**src/rtl/mix_pkg.sv**
```systemverilog
// rtl/mix_pkg.sv - shared MIX word widths, divide-controller states and timing constants
package mix_pkg;

    localparam int MIX_W = 31;
    localparam int MAG_W = 30;
    localparam int DIV_CAPT_CYCLE = 10;

    typedef enum logic [2:0] {
        ST_IDLE  = 3'd0,
        ST_START = 3'd1,
        ST_DIVS  = 3'd2,
        ST_RUN   = 3'd3,
        ST_CAPT  = 3'd4,
        ST_DONE  = 3'd5
    } div_state_e;

endpackage

```
**src/rtl/div_ctrl.sv**
```systemverilog
// rtl/div_ctrl.sv - sequences one MIX DIV through the shared divider and forms rA/rX results
module div_ctrl
    import mix_pkg::*;
(
    input  logic              clk,
    input  logic              rst_n,
    input  logic              req,
    input  logic [MIX_W-1:0]  a_in,
    input  logic [MIX_W-1:0]  x_in,
    input  logic [MIX_W-1:0]  v_in,
    output logic              busy,
    output logic              done,
    output logic [MIX_W-1:0]  a_out,
    output logic [MIX_W-1:0]  x_out,
    output logic              ovf_set,
    output logic              stop_err,
    output logic              div_start,
    output logic [60:0]       div_dividend,
    output logic [MIX_W-1:0]  div_divisor,
    input  logic              div_stop,
    input  logic              div_sign,
    input  logic              div_overflow,
    input  logic [MAG_W-1:0]  div_quotient,
    input  logic [MAG_W-1:0]  div_rest
);

    div_state_e       state_q, state_d;
    logic [3:0]       cnt_q, cnt_d;
    logic [MIX_W-1:0] a_lat_q, a_lat_d;
    logic [MIX_W-1:0] x_lat_q, x_lat_d;
    logic [MIX_W-1:0] v_lat_q, v_lat_d;
    logic [MAG_W-1:0] quo_q, quo_d;
    logic [MAG_W-1:0] rest_q, rest_d;
    logic             sign_q, sign_d;
    logic             dovf_q, dovf_d;
    logic [MIX_W-1:0] a_out_q, a_out_d;
    logic [MIX_W-1:0] x_out_q, x_out_d;

    logic             in_done;
    logic             take_ovf;
    logic [MIX_W-1:0] a_res;
    logic [MIX_W-1:0] x_res;

    // A missing stop from the divider is treated exactly like an overflow.
    assign in_done  = (state_q == ST_DONE);
    assign take_ovf = dovf_q | ~div_stop;
    assign a_res    = take_ovf ? a_lat_q : {sign_q, quo_q};
    assign x_res    = take_ovf ? x_lat_q : {a_lat_q[MIX_W-1], rest_q};

    always_comb begin
        state_d = state_q;
        cnt_d   = cnt_q;
        a_lat_d = a_lat_q;
        x_lat_d = x_lat_q;
        v_lat_d = v_lat_q;
        quo_d   = quo_q;
        rest_d  = rest_q;
        sign_d  = sign_q;
        dovf_d  = dovf_q;
        a_out_d = a_out_q;
        x_out_d = x_out_q;
        case (state_q)
            ST_IDLE: begin
                cnt_d = 4'd0;
                if (req) begin
                    a_lat_d = a_in;
                    x_lat_d = x_in;
                    v_lat_d = v_in;
                    state_d = ST_START;
                end
            end
            ST_START: begin
                cnt_d   = cnt_q + 4'd1;
                state_d = ST_DIVS;
            end
            ST_DIVS: begin
                cnt_d   = cnt_q + 4'd1;
                state_d = ST_RUN;
            end
            ST_RUN: begin
                // cnt_q tracks the T-index, so the last RUN cycle is one before capture.
                cnt_d = cnt_q + 4'd1;
                if (cnt_q == 4'(DIV_CAPT_CYCLE - 1)) begin
                    state_d = ST_CAPT;
                end
            end
            ST_CAPT: begin
                cnt_d   = cnt_q + 4'd1;
                quo_d   = div_quotient;
                rest_d  = div_rest;
                sign_d  = div_sign;
                dovf_d  = div_overflow;
                state_d = ST_DONE;
            end
            ST_DONE: begin
                cnt_d   = 4'd0;
                a_out_d = a_res;
                x_out_d = x_res;
                state_d = ST_IDLE;
            end
            default: begin
                cnt_d   = 4'd0;
                state_d = ST_IDLE;
            end
        endcase
    end

    always_ff @(posedge clk or negedge rst_n) begin
        if (!rst_n) begin
            state_q <= ST_IDLE;
            cnt_q   <= 4'd0;
            a_lat_q <= '0;
            x_lat_q <= '0;
            v_lat_q <= '0;
            quo_q   <= '0;
            rest_q  <= '0;
            sign_q  <= 1'b0;
            dovf_q  <= 1'b0;
            a_out_q <= '0;
            x_out_q <= '0;
        end else begin
            state_q <= state_d;
            cnt_q   <= cnt_d;
            a_lat_q <= a_lat_d;
            x_lat_q <= x_lat_d;
            v_lat_q <= v_lat_d;
            quo_q   <= quo_d;
            rest_q  <= rest_d;
            sign_q  <= sign_d;
            dovf_q  <= dovf_d;
            a_out_q <= a_out_d;
            x_out_q <= x_out_d;
        end
    end

    // Results show up in the DONE cycle itself and are held in a_out_q/x_out_q afterwards.
    assign a_out        = in_done ? a_res : a_out_q;
    assign x_out        = in_done ? x_res : x_out_q;
    assign busy         = (state_q != ST_IDLE);
    assign done         = in_done;
    assign ovf_set      = in_done & take_ovf;
    assign stop_err     = in_done & ~div_stop;
    assign div_start    = (state_q == ST_START);
    assign div_dividend = div_start ? {a_lat_q[MIX_W-1], a_lat_q[MAG_W-1:0], x_lat_q[MAG_W-1:0]} : '0;
    assign div_divisor  = (busy && !in_done) ? v_lat_q : '0;

endmodule
```
**config.mk**
```make
export PLATFORM = sky130hd
export DESIGN_NAME = div_ctrl
export DESIGN_NICKNAME = d
export VERILOG_FILES = /design/src/rtl/mix_pkg.sv /design/src/rtl/div_ctrl.sv
export SDC_FILE = /design/constraint.sdc
export NUM_CORES = 1
export LEC_CHECK = 0
export ABC_AREA = 1
export CAP_MARGIN = 20
export CELL_PAD_IN_SITES_DETAIL_PLACEMENT = 0
export CELL_PAD_IN_SITES_GLOBAL_PLACEMENT = 1
export CORE_MARGIN = 2
export CORE_UTILIZATION = 34
export CTS_CLUSTER_SIZE = 20
export DETAILED_ROUTE_END_ITERATION = 7
export PLACE_DENSITY = 0.92
export SLEW_MARGIN = 0
export SYNTH_ARGS = -nofsm -noshare
export SYNTH_HDL_FRONTEND = slang
export SYNTH_SLANG_ARGS = --single-unit
```
**constraint.sdc**
```tcl
create_clock -name clk -period 1.92 [get_ports clk]
set_input_delay 0.576 -clock clk [delete_from_list [all_inputs] [get_ports clk]]
set_output_delay 0.576 -clock clk [all_outputs]
set_load 0.05 [all_outputs]
```
==> key figures <==
Timing
  • RSZ-0062 raised after global routing: yes
  • Tmin final: 2.51 ns
  • Final period utilization: 1.31
  • Setup TNS: -73.31 ns
  • Fin. max-slew vios: 0
  • Worst-margin pin slew: 0.584 ns
  • Clock skew: 0.0173 ns
  • PnR worst setup slack: -0.589 ns
  • Max transition margin: 0.611
  • Final hold vios: 0
  • Final setup fails: ~160
  • Peak Freq: 0.398 GHz

Global routing
  • Largest net degree at the start of global routing: between 60 and 70
  • Met1 layer usage reported by global route: 0.251
  • First-pass GRT wire length: 53.3 mm
  • Initial antenna violation count: 2
  • Met3 global-route usage: 0.0375
  • Grt total ovfl: 0
  • Vias in the first global route: 10000
  • Gr busiest metal: met2
  • Grt met2 use: 0.352
  • Total GRT Usage: 0.202

Logic synthesis
  • Yosys warns: 0
  • Mapped cell area: 10600 µm²
  • Synth top area share: 0.527
  • Cell types occupying the most area after synthesis: dfrtp_1, nand2_1, inv_1, nor2_1, a21oi_2
  • Syn nets: 1458
  • Library cells used by synthesis: 22
  • Cells after Synth: 1297
  • Post-Syn Area per Cell: 8.20 µm²
  • Post-synthesis register bit count: 224
  • Share of the yosys chip area belonging to registers: 0.527
  • Cell taking the most area after synthesis: dfrtp_1

Floorplanning
  • Starting Density: 0.347
  • Core area: 30700 µm²
  • Die Ht: 181 µm
  • Rows: 64
  • Top Ports: 318
  • Chip width: 181 µm
  • Die area: 32700 µm²

Routing
  • Total number of vias: 9760
  • DR iter-0 viols: 504
  • Final WL: 36.3 mm
  • Detail Route Antenna Nets: 0
  • Drt pass-1 iters: 5
  • WL/cell: 17.3 µm
  • Vias/cell: ~4.7
  • DRC: 0

Setup path
  • Worst r2r path cells: 7
  • R2r setup slk: ~0.15 ns
  • Cell repeated most along the worst path: buf_12
  • Critical path's largest stage delay: 0.39 ns
  • Bufs and invs on worst path: 4
  • Largest delay share family, worst path: buffers and inverters
  • Worst-path fanout max: 15
  • Crit Path Class: reg -> out
  • Critical path data arrival time: between 1.5 and 2 ns
  • Worst r2r src: state_q[0]$_DFFE_PN0P_
  • CP Launch Type: register
  • Crit path cell chain: inv_2 -> buf_4 -> nand3_4 -> buf_12 -> nor2_1 -> buf_12
  • Worst Setup End Kind: primary output
  • CP required: 1.34 ns
  • CP max-delay cell: dfrtp_1
  • Worst r2r dst: quo_q[25]$_DFFE_PN0N_

Pwr
  • Max IR drop VDD: 1480 µV
  • Pwr/cell area: about 1800 nW/µm²
  • Leakage power: 8.83 nW

Placed design
  • Detail Placement HPWL: 23.1 mm
  • RePlAce Congestion: between 0.8 and 0.9
  • Cell area after placement: between 15000 and 20000 µm²
  • # port buffers: 317

Finish
  • Post-route cell area: 18300 µm²
  • Fin util: 0.597
  • Final nets: 1846
  • Layout cell share with drive strength beyond 1: 0.385
  • Layout area overhead: 72.0%
  • Most frequent cells in the layout: nand2_1, inv_1, dfrtp_1, clkdlybuf4s50_1, buf_12
  • Most common cell after layout, fill and taps aside: nand2_1

Clock tree
  • CTS tree: built
  • Reg clk slew, reported paths: 0.06 ns
  • Cts-stage hold buffer count: 0
  • Num CTS Buffers: 25
  • Clk_lat worst skew: around 0.52 ns
  • CTS HTree Levels: 1
  • Clock root cell: clkbuf_16
  • Clock Path Buffers: 3
  • Clock Sink Count: approximately 220

Run status
  • Failing checks: negative setup slack
  • Status: finished with violations

Flow run
  • Max-cap violations: 0

Min path
  • Worst Hold Class: in -> async
## Yosys cell counts
cell type    n
buf_2       28
inv_2        3
nand3b_1     1
xnor2_1      1
ha_1         2
nand3_1     66
nand2_2      1
nand2_1    351
nand4_1      1
inv_1      255
nor2_1     163
o21ai_1      7
buf_6       29
o21ai_0     38
nand3_2      3
clkbuf_1     9
a21oi_1      3
o21ai_2     50
buf_4        1
dfrtp_1    224
a21oi_2     60
nor2_4       1
## report_power, final
part	internal (mW)	switching [mW]	leakage (nW)
registers	6.92	0.952	2.74
logic	8.40	12.7	5.71
clock network	2.67	1.92	0.382
## cell type report
cell class              instances  area (µm²)
repair buffers                428        5610
diodes                          2        5.00
fillers                      2411       12400
clock inverters                 7        63.8
well taps                     396         495
clock buffers                  35         703
flip-flops and latches        224        5610
multi-input cells             748        4820
inverters                     258         993
## repair_timing
action / CTS / global route
endpoints found under the setup margin: 159 / 159
resized for setup: 194 / 191
cloned: 5 / 8
pin swaps: 3 / 61
buffers inserted: 3 / 22
## how the worst max path moves through the flow
stage	slack, ns	endpoint	cells past startpoint	from
3_3_place_gp	-0.62	a_out[19]	7	div_stop
4_1_cts	-0.53	div_dividend[47]	7	state_q[1]$_DFFE_PN0P_
5_1_grt	-0.66	div_dividend[56]	6	state_q[1]$_DFFE_PN0P_
3_5_place_dp	-0.63	a_out[4]	7	div_stop
6_report	-0.59	div_dividend[56]	6	state_q[1]$_DFFE_PN0P_
2_1_floorplan	-0.19	div_dividend[51]	4	state_q[2]$_DFFE_PN0P_
## state kept, by name (all words and copies together), names as in the netlist
register	count
v_lat_q	31
quo_q	30
a_lat_q	31
cnt_q	4
a_out_q	31
sign_q	1
state_q	3
x_out_q	31
dovf_q	1
x_lat_q	31
rest_q	30
## routing by layer
metal,vias to the layer above,routed length (µm)
li1,4624,-
met1,4695,14400
met2,348,18200
met3,93,2200
met4,0,1470
met5,-,0
## cells by family after synthesis
kind of cell,after synthesis,synth area share
simple gates,587,0.218
buf+inv,325,0.139
flops,224,0.527
xor+xnor,1,0.000823
fa+ha+maj,2,0.00235
compound gates,158,0.113
## per-stage QoR
stage                     hold slack, ns  power, mW  instances  setup WS (ns)
after floorplan                    0.280       19.0       1297         -0.187
after global placement             0.462       25.0       2017         -0.620
after detailed placement           0.462       25.3       2017         -0.631
after CTS                         0.0224       31.8       2067         -0.530
after global routing              0.0389       35.3       2098         -0.658
final                             0.0138       33.6       2098         -0.589
Note: power is estimated with default switching activity, not from simulation.
